--- src/rtl/fp_addsub_pack.sv ---
// Final FP add/sub stage: exponent adjust, result classification, binary32 pack.
// Two-stage valid/ready pipeline with sticky overflow/underflow/invalid flags.
module fp_addsub_pack #(
  parameter int EXP_W  = 8,
  parameter int MANT_W = 24
) (
  input  logic                    clk,
  input  logic                    rst,
  input  logic                    in_valid,
  output logic                    in_ready,
  input  logic                    in_sign,
  input  logic [EXP_W-1:0]        in_exp,
  input  logic [EXP_W-1:0]        in_incr,
  input  logic [MANT_W-1:0]       in_mant,
  input  logic                    in_nan,
  input  logic                    in_inf,
  output logic                    out_valid,
  input  logic                    out_ready,
  output logic [EXP_W+MANT_W-1:0] out_result,
  input  logic                    flags_clr,
  output logic                    flag_ovf,
  output logic                    flag_unf,
  output logic                    flag_nv
);

  localparam int XW = EXP_W + 2;
  localparam int RW = EXP_W + MANT_W;

  typedef enum logic [2:0] {
    C_NORM, C_NAN, C_INF, C_ZERO, C_OVF, C_UNF
  } cls_e;

  localparam logic signed [XW-1:0] EMAX = {2'b00, {EXP_W{1'b1}}};
  localparam logic signed [XW-1:0] EMIN = '0;

  logic                    s1_valid;
  logic                    s1_sign;
  logic [MANT_W-2:0]       s1_mant;
  logic [EXP_W-1:0]        s1_exp;
  cls_e                    s1_cls;
  cls_e                    s2_cls;
  logic                    s1_en;
  logic                    s2_en;
  logic signed [XW-1:0]    exp_adj;
  cls_e                    cls_d;
  logic [RW-1:0]           pack_d;
  logic                    acc;

  assign s2_en    = !out_valid || out_ready;
  assign s1_en    = !s1_valid || s2_en;
  assign in_ready = s1_en;
  assign acc      = out_valid && out_ready;

  assign exp_adj = $signed({2'b00, in_exp})
                 + $signed({{2{in_incr[EXP_W-1]}}, in_incr});

  always_comb begin
    cls_d = C_NORM;
    priority case (1'b1)
      in_nan:              cls_d = C_NAN;
      in_inf:              cls_d = C_INF;
      (in_mant == '0):     cls_d = C_ZERO;
      (exp_adj >= EMAX):   cls_d = C_OVF;
      (exp_adj <= EMIN):   cls_d = C_UNF;
      default:             cls_d = C_NORM;
    endcase
  end

  always_comb begin
    pack_d = {s1_sign, s1_exp, s1_mant};
    case (s1_cls)
      C_NAN:   pack_d = {1'b0, {EXP_W{1'b1}}, 1'b1,
                         {(MANT_W-2){1'b0}}};
      C_INF,
      C_OVF:   pack_d = {s1_sign, {EXP_W{1'b1}},
                         {(MANT_W-1){1'b0}}};
      C_ZERO:  pack_d = '0;
      C_UNF:   pack_d = {s1_sign, {(RW-1){1'b0}}};
      default: pack_d = {s1_sign, s1_exp, s1_mant};
    endcase
  end

  always_ff @(posedge clk) begin
    if (rst) begin
      s1_valid <= 1'b0;
      s1_sign  <= 1'b0;
      s1_mant  <= '0;
      s1_exp   <= '0;
      s1_cls   <= C_NORM;
    end else if (s1_en) begin
      s1_valid <= in_valid;
      if (in_valid) begin
        s1_sign <= in_sign;
        s1_mant <= in_mant[MANT_W-2:0];
        s1_exp  <= exp_adj[EXP_W-1:0];
        s1_cls  <= cls_d;
      end
    end
  end

  always_ff @(posedge clk) begin
    if (rst) begin
      out_valid  <= 1'b0;
      out_result <= '0;
      s2_cls     <= C_NORM;
    end else if (s2_en) begin
      out_valid <= s1_valid;
      if (s1_valid) begin
        out_result <= pack_d;
        s2_cls     <= s1_cls;
      end
    end
  end

  // Set beats clear when both occur in the same cycle.
  always_ff @(posedge clk) begin
    if (rst) begin
      flag_ovf <= 1'b0;
      flag_unf <= 1'b0;
      flag_nv  <= 1'b0;
    end else begin
      flag_ovf <= (flag_ovf && !flags_clr) || (acc && s2_cls == C_OVF);
      flag_unf <= (flag_unf && !flags_clr) || (acc && s2_cls == C_UNF);
      flag_nv  <= (flag_nv  && !flags_clr) || (acc && s2_cls == C_NAN);
    end
  end

endmodule

--- config.mk ---
export PLATFORM = sky130hd
export DESIGN_NAME = fp_addsub_pack
export DESIGN_NICKNAME = d
export VERILOG_FILES = /design/src/rtl/fp_addsub_pack.sv
export SDC_FILE = /design/constraint.sdc
export NUM_CORES = 1
export LEC_CHECK = 0
export BUFFER_PORTS_ARGS = -buffer_cell sky130_fd_sc_hd__buf_2
export CAP_MARGIN = 20
export CELL_PAD_IN_SITES_DETAIL_PLACEMENT = 1
export CELL_PAD_IN_SITES_GLOBAL_PLACEMENT = 1
export CORE_ASPECT_RATIO = 1.75
export CORE_MARGIN = 2
export CORE_UTILIZATION = 30
export CTS_CLUSTER_SIZE = 25
export DETAILED_ROUTE_END_ITERATION = 16
export GPL_TIMING_DRIVEN = 0
export HOLD_SLACK_MARGIN = 0.02
export PLACE_DENSITY_LB_ADDON = 0.1
export SYNTH_ARGS = -nofsm -noshare
export SYNTH_HDL_FRONTEND = slang
export SYNTH_SLANG_ARGS = --single-unit
--- constraint.sdc ---
create_clock -name clk -period 2.8 [get_ports clk]
set_input_delay 0.14 -clock clk [delete_from_list [all_inputs] [get_ports clk]]
set_output_delay 0.14 -clock clk [all_outputs]
set_load 0.005 [all_outputs]
==> out/qor.txt, run 1 <==
Status -> finished clean
Yosys top cell by area -> dfxtp_1
Initial core utilization -> 30.9%
Num CTS Buffers -> 9
Area growth, synth to finish -> 25.3%
Commonest non-fill, non-tap cells in the layout -> nand2_1, buf_2, dfxtp_1
Max Cap Viol -> 0
CP Launch Point -> in_exp[0]
DR WL/cell -> 16.0 um
Critical Path RT -> 3.06 ns
CORE AREA -> 10800 um2
Finished Cell Area -> 4170 um2
Layout cells sized above 1 -> 20.3%
RSZ-0062 raised after global routing -> no
Final HPWL DP -> 8260 um
Post-CTS resize count -> 0
Final ANT Viol Nets -> 0
Initial antenna violation count -> 0
Mean Syn Cell Area -> 7.90 um2
Worst reg2reg startpoint -> out_valid
Ys async rst share -> 0%
Top Ports -> 85
Top_reg_cell synth -> dfxtp_1
# H-tree levels -> 3
Max Clock Freq -> 0.455 GHz
Nets@finish -> 575
Post-layout util -> 38.8%
Synthesis Warnings -> 0
Drt pass-1 iters -> 4
VDD IR-drop max -> 381 uV
Chip Width -> 83.6 um
Total vias in the final route -> 3294
Antenna diodes -> 0
Power per standard cell area -> 611 nW/um2
Sequential fraction of the synthesis area -> 45.1%
Mapped Cells -> 421
Synth area leaders -> dfxtp_1, nand2_1, a21oi_1, nand3_1, ha_1
Critical path data arrival time -> 2.46 ns
Root Buffer -> clkbuf_16
R2r setup slk -> 0.75 ns
Worst Setup End Kind -> flip-flop
Setup TNS -> 0 ns
Overflow after GRT -> 0
Number of synthesized flops with an enable pin -> 0
Total global-route track usage -> 18.1%
Largest net degree at the start of global routing -> 12
Final Slew Violations -> 0
Final Hold Viols -> 0
Vias in the first global route -> 3475
Post-route minimum period -> 2.20 ns
Slew @ Worst Pin -> 0.577 ns
Post-Route WL -> 10400 um
Final setup viols -> 0
Sink Count -> 75
CTS Buffer Depth -> 2
Setup bufs post-CTS -> 0
Most common cell after layout, fill and taps aside -> nand2_1
Die footprint -> 12000 um2
Drt via density -> 5.05
Critical path peak fanout -> 5
M1 wire length -> 3930 um
Number of distinct library cells after synthesis -> 50
# port buffers -> 84
Die H -> 143 um
Skew final -> 0.00527 ns
Routed wl met2 -> 6050 um
Drt drc -> 0
Worst min-delay path class -> in2reg
Relative slew slack -> 61.1%
Clock Pin Slew Worst Setup and Hold Paths -> 0.06 ns
Static Leak -> 0.00172 uW
TritonCTS clock tree -> yes
Gpl congestion -> 0.754
Metal3 WL -> 324 um
Clock latency on the worst-skew pair -> 0.33 ns
Synth top area share -> 45.1%
Crit share post-route -> 78.5%
Crit start category -> input port
Synth Register Bits -> 75
Detailed Route Iter0 Violations -> 59
Highest layer used for signal routing -> met4
Min-delay src -> in_mant[1]
Hold-fix buffer count after cts -> 0
Syn_nets -> 479
Critical path class -> in2reg
Placed cell areas -> 3910 um2
Post-synth design cell area -> 3330 um2
FP Rows -> 50
First-pass GRT wire length -> 16900 um
==> per-stage QoR <==
| step | worst slack, ns | cells | hold WS (ns) | total power [uW] |
|---|---|---|---|---|
| after CTS | 0.591 | 651 | 0.0479 | 2580 |
| after global placement | 0.265 | 635 | 0.395 | 1540 |
| final | 0.601 | 652 | 0.0622 | 2550 |
| after floorplan | 0.670 | 421 | 0.245 | 1400 |
| after global routing | 0.499 | 652 | 0.0680 | 2680 |
| after detailed placement | 0.243 | 635 | 0.402 | 1560 |
==> cells by family after synthesis <==
group / count (synthesis) / share of synthesized area [%]
XOR/XNOR: 4 / 1.05
AND/OR/NAND/NOR: 186 / 25.4
flip-flops: 75 / 45.1
buffers and inverters: 40 / 4.51
AO/OA/AOI/OAI: 101 / 18.3
multiplexers: 5 / 1.62
adder cells (fa/ha/maj): 10 / 3.99
==> critical path: stages <==
cell and delay, ns:
buf_2 0.08, ha_1 0.15, inv_1 0.06, fa_1 0.41
nand2b_1 0.19, a21oi_1 0.29, nor2_1 0.07, o311a_1 0.40
or4b_1 0.55, a31oi_1 0.13
==> registers in the layout, summed over array words and instances (netlist names) <==
register and flops:
flag_nv 1, s1_exp 8, out_valid 1, s1_mant 23
s1_valid 1, flag_unf 1, flag_ovf 1, s1_cls 3
out_result 32, s1_sign 1, s2_cls 3
==> per-layer routing <==
layer  GRT usage [%]  vias to the layer above
met3            3.68                        8
li1                -                     1639
met1            17.6                     1587
met4            6.20                        0
met2            37.0                       60
met5               0                        -
==> synth_stat cells, drive strengths merged (2+ instances only) <==
cell	count
inv	13
a311oi	2
nand2b	3
nor4	6
nand2	102
and3	3
a21oi	66
nor2	27
a31oi	2
nand3	23
nor4b	2
nand4	3
o21ai	4
mux2i	2
xnor2	3
mux2	3
and2	6
ha	9
nor3	2
dfxtp	75
a211oi	13
a32oi	2
clkbuf	26
o211ai	2
or4b	2
==> worst paths after layout <==
kind                    endpoint  cells past startpoint
hold reg to reg   out_result[12]                      2
setup reg to reg       s1_cls[0]                      7
hold / removal        s1_mant[1]                      3
setup / recovery       s1_cls[2]                     10
==> area by class of cell <==
type                       instances  area, um2
tap                              130        163
timing repair buffer              85        425
clock inverter                     3       15.0
multi-input combinational        306       1680
buffer                            27        101
inverter                          13       48.8
fill                            1400       6590
sequential                        75       1500
clock buffer                      13        240
==> power breakdown <==
group / leakage, uW / internal, uW / total (uW) / switching, uW
clock: 0.000127 / 596 / 1020 / 426
combinational: 0.000982 / 145 / 378 / 233
sequential: 0.000613 / 1120 / 1150 / 28.5
total: 0.00172 / 1860 / 2550 / 688
Note: power is estimated with default switching activity, not from simulation.
==> run 2, diff against run 1 <==
==> constraint.sdc (replaced) <==
create_clock -name clk -period 1.9 [get_ports clk]
set_input_delay 0.095 -clock clk [delete_from_list [all_inputs] [get_ports clk]]
set_output_delay 0.095 -clock clk [all_outputs]
set_load 0.005 [all_outputs]
==> out/qor.txt, run 2 (synthesis results as in run 1) <==
Slew @ Worst Pin -> 0.639 ns
Vias in the first global route -> 3592
Die H -> 143 um
# H-tree levels -> 3
VDD IR-drop max -> 572 uV
Post-Route WL -> 10800 um
Critical Path RT -> 2.16 ns
Total vias in the final route -> 3369
Commonest non-fill, non-tap cells in the layout -> nand2_1, buf_2, dfxtp_1
R2r setup slk -> 0.16 ns
FP Rows -> 50
Final ANT Viol Nets -> 0
Final setup viols -> 0
Chip Width -> 83.6 um
Cell chain of the critical path -> buf_2 -> ha_4 -> buf_4 -> o21ai_2 -> a21oi_4 -> or4b_1 -> o311a_4 -> or4b_1 -> a31oi_1
Crit path to -> s1_cls[2]
Critical path class -> in2reg
Worst reg2reg startpoint -> s1_valid
Final Slew Violations -> 0
CP Launch Point -> in_incr[3]
Crit path largest cell delay -> 0.52 ns
Static Leak -> 0.00188 uW
Antenna diodes -> 0
Biggest register -> out_result
Post-route minimum period -> 1.86 ns
Place WS -> -0.495 ns
Top delay family on crit path -> simple AND/OR/NAND/NOR gates
Clock Pin Slew Worst Setup and Hold Paths -> 0.06 ns
DR WL/cell -> 16.1 um
Sink Count -> 75
Critical path data arrival time -> 2.12 ns
# port buffers -> 84
Worst min-delay path class -> in2reg
Final Hold Viols -> 0
Reg area -> 1500 um2
Num CTS Buffers -> 9
Top Registers -> out_result: 32 flops, s1_mant: 23 flops, s1_exp: 8 flops
Max Cap Viol -> 0
First-pass GRT wire length -> 17700 um
Top Ports -> 85
Min-delay src -> in_mant[21]
Clock latency on the worst-skew pair -> 0.33 ns
Initial antenna violation count -> 0
CORE AREA -> 10800 um2
Total global-route track usage -> 18.7%
Die footprint -> 12000 um2
Area growth, synth to finish -> 37.3%
Critical path peak fanout -> 5
Max Clock Freq -> 0.536 GHz
Detailed Route Iter0 Violations -> 90
Reg-to-Reg End -> s1_cls[0]
TritonCTS clock tree -> yes
Status -> finished clean
Power per standard cell area -> 900 nW/um2
Final worst setup slack -> 0.0356 ns
Largest net degree at the start of global routing -> 13
Slowest-stage cell, CP -> or4b_1
Overflow after GRT -> 0
Crit start category -> input port
CTS Buffer Depth -> 2
Worst Path Buf+Inv -> 2
Drt drc -> 0
Layout filler cell count -> 1333
Initial core utilization -> 30.9%
Multi-input combinational cell area -> 1830 um2
Reg2reg path depth -> 6
Worst Setup End Kind -> flip-flop
Gpl congestion -> 0.798
Layout cells sized above 1 -> 25.7%
Max FFs per register -> 32
Setup TNS -> 0 ns
Root Buffer -> clkbuf_16
Skew final -> 0.00534 ns
Final HPWL DP -> 8210 um
Most common cell after layout, fill and taps aside -> nand2_1
Relative slew slack -> 57.3%
Crit share post-route -> 98.1%
Drt via density -> 5.03
WHS -> 0.0287 ns
Drt pass-1 iters -> 4
Critical path depth -> 9
Nets@finish -> 593
CP dominant cell by count -> or4b_1
[run 2: layer usage]
| metal | GRT usage, % | vias up | wire (um) |
|---|---|---|---|
| met2 | 37.6 | 68 | 6180 |
| met5 | 0 | - | 0 |
| li1 | - | 1679 | - |
| met1 | 19.0 | 1612 | 4090 |
| met3 | 3.10 | 10 | 340 |
| met4 | 6.62 | 0 | 158 |
[run 2: worst min-delay path by stage]
stage	endpoint	cells past startpoint
6_report	s1_mant[21]	3
5_1_grt	s1_mant[16]	3
4_1_cts	s1_mant[16]	3
3_5_place_dp	s1_sign	3
3_3_place_gp	s1_mant[8]	3
2_1_floorplan	s1_cls[0]	1
[run 2: worst reg2reg max path, delay by kind of cell, from the launching register on]
family / cells / cell delay [ns]
simple gates: 2 / 0.48
flops: 1 / 0.33
compound gates: 4 / 0.82
[run 2: area by class of cell]
| type | instances | area share [%] |
|---|---|---|
| clock inverters | 4 | 1.07 |
| clock buffers | 12 | 5.61 |
| flip-flops and latches | 75 | 32.9 |
| inverters | 13 | 1.07 |
| plain buffers | 26 | 2.25 |
| repair buffers | 104 | 13.5 |
| well taps | 130 | 3.56 |
| multi-input cells | 306 | 40.1 |
[run 2: power by group]
group	switching [uW]	leakage [uW]	internal (uW)
sequential	41.7	0.000613	1650
combinational	392	0.00111	298
clock	644	0.000153	1090
[run 2: repair_timing]
item / in CTS / in global routing
endpoints found under the setup margin: 11 / 34
pin swaps: 2 / 18
hold buffers: 12 / 0
setup buffers: 2 / 6
resized for setup: 6 / 24
endpoints found under the hold margin: 12 / 0
[run 2: metrics by stage]
stage                     instances  power [uW]  util (%)  instance area (um2)
after CTS                       664        4110      41.2                 4430
after floorplan                 421        2080         -                 3380
after global routing            670        4320      42.5                 4570
final                           670        4110      42.5                 4570
after global placement          635        2290      36.8                 3960
after detailed placement        635        2310      36.8                 3960
==> run 3, diff against run 2 <==
--- a/config.mk
+++ b/config.mk
@@ -12,7 +12,7 @@
 export CORE_ASPECT_RATIO = 1.75
 export CORE_MARGIN = 2
 export CORE_UTILIZATION = 30
-export CTS_CLUSTER_SIZE = 25
+export CTS_BUF_LIST = sky130_fd_sc_hd__clkbuf_8
 export DETAILED_ROUTE_END_ITERATION = 16
 export GPL_TIMING_DRIVEN = 0
 export HOLD_SLACK_MARGIN = 0.02
==> out/qor.txt, run 3 (synthesis results as in run 1) <==
Largest net degree at the start of global routing -> 13
Placed cell areas -> 3960 um2
# H-tree levels -> 3
Clock Pin Slew Worst Setup and Hold Paths -> 0.07 ns
Post-Route WL -> 10800 um
CORE AREA -> 10800 um2
Power per standard cell area -> 801 nW/um2
Routed wl met2 -> 6150 um
Total global-route track usage -> 19.0%
Drt drc -> 0
TritonCTS clock tree -> yes
Clock latency on the worst-skew pair -> 0.35 ns
Place WS -> -0.495 ns
Top Registers -> out_result: 32 flops, s1_mant: 23 flops, s1_exp: 8 flops
Highest layer used for signal routing -> met4
Reg2reg path depth -> 6
RSZ-0062 raised after global routing -> yes
Num CTS Buffers -> 9
Final Slew Violations -> 0
Final HPWL DP -> 8210 um
Drt pass-1 iters -> 4
DR WL/cell -> 15.9 um
Die H -> 143 um
Reg-to-Reg End -> out_result[28]
Gpl congestion -> 0.798
Biggest register -> out_result
Area growth, synth to finish -> 36.8%
Layout cells sized above 1 -> 24.0%
Most common cell after layout, fill and taps aside -> nand2_1
Hold Path Sink -> s1_cls[0]
Antenna diodes -> 0
Initial antenna violation count -> 0
Root Buffer -> clkbuf_8
Slew @ Worst Pin -> 0.625 ns
Skew final -> 0.00805 ns
Chip Width -> 83.6 um
Commonest non-fill, non-tap cells in the layout -> nand2_1, buf_2, dfxtp_1
Drt via density -> 5.04
VDD IR-drop max -> 401 uV
Finished Cell Area -> 4550 um2
Die footprint -> 12000 um2
Worst reg2reg startpoint -> out_valid
Critical path class -> in2reg
Total vias in the final route -> 3425
Initial core utilization -> 30.9%
Overflow after GRT -> 0
Static Leak -> 0.00186 uW
Final worst setup slack -> 0.0604 ns
Post-route minimum period -> 1.84 ns
CTS Buffer Depth -> 2
Metal3 WL -> 278 um
Critical path data arrival time -> 2.12 ns
Setup TNS -> 0 ns
Max Clock Freq -> 0.544 GHz
Crit share post-route -> 96.8%
Detailed Route Iter0 Violations -> 79
Final Hold Viols -> 0
Top Ports -> 85
Vias in the first global route -> 3700
Hold path depth -> 3
Min-delay src -> rst
Nets@finish -> 603
Worst Setup End Kind -> flip-flop
FP Rows -> 50
Final ANT Viol Nets -> 0
Max Cap Viol -> 0
First-pass GRT wire length -> 17900 um
# port buffers -> 84
Relative slew slack -> 57.8%
Status -> finished clean
Crit start category -> input port
Max FFs per register -> 32
Critical path peak fanout -> 5
M1 wire length -> 4120 um
R2r setup slk -> 0.08 ns
Critical Path RT -> 2.18 ns
Sink Count -> 75
Worst min-delay path class -> in2reg
WHS -> 0.0585 ns
Final setup viols -> 0
## run 3: changes by cell type in the layout (fill, tap and decap cells not counted), moves of 2 or more
| cell | previous run | this run |
|---|---|---|
| nor4_1 | 5 | 3 |
| buf_6 | 3 | 0 |
| clkbuf_8 | 2 | 11 |
| buf_2 | 82 | 84 |
| clkbuf_16 | 9 | 0 |
| clkbuf_2 | 4 | 2 |
| dlygate4sd3_1 | 12 | 26 |
| nor4_2 | 0 | 2 |
| buf_4 | 7 | 4 |
## run 3: report_power, final
group	switching, uW	total, uW	internal, uW
clock network	599	1270	672
registers	41.5	1690	1650
logic	387	685	297
## run 3: area by class of cell
| type | instances | area [um2] |
|---|---|---|
| clock buffer | 11 | 151 |
| inverter | 13 | 48.8 |
| clock inverter | 5 | 52.6 |
| tap | 130 | 163 |
| buffer | 26 | 100 |
| timing repair buffer | 114 | 711 |
| fill | 1349 | 6210 |
| multi-input combinational | 306 | 1820 |
| sequential | 75 | 1500 |
## run 3: metal layers
layer | vias to the layer above | GRT usage, %
met5 | - | 0
met4 | 0 | 9.17
met3 | 16 | 2.30
met2 | 71 | 37.7
met1 | 1637 | 19.1
li1 | 1701 | -
## run 3: per-stage QoR
step,std cells,utilization (%),total power [uW]
floorplan,421,-,2080
global placement,635,36.8,2290
detailed placement,635,36.8,2310
CTS,677,41.5,3660
global route,680,42.3,3830
finish,680,42.3,3640
## run 3: worst max path at each step
| stage | from | end | slack, ns | depth (start not counted) |
|---|---|---|---|---|
| after global placement | in_exp[0] | s1_cls[2] | -0.48 | 10 |
| after CTS | in_exp[0] | s1_cls[2] | 0.005 | 10 |
| after global routing | out_valid | out_result[16] | -0.11 | 6 |
| after floorplan | in_exp[0] | s1_cls[2] | -0.11 | 9 |
| final | in_incr[3] | s1_cls[2] | 0.06 | 9 |
| after detailed placement | in_exp[0] | s1_cls[2] | -0.50 | 10 |
## run 3: timing repair
item	4_1_cts	5_1_grt
hold buffers	26	0
endpoints found under the setup margin	11	36
setup buffers	1	3
pin swaps	2	10
hold endpoints to repair	26	0
gates resized for setup	5	18
## run 3: critical path: stages
cell,delay (ns)
buf_2,0.11
ha_4,0.25
and2_4,0.16
a221o_1,0.32
buf_4,0.16
nor4b_4,0.30
a211oi_4,0.09
or4b_1,0.50
a31oi_1,0.13
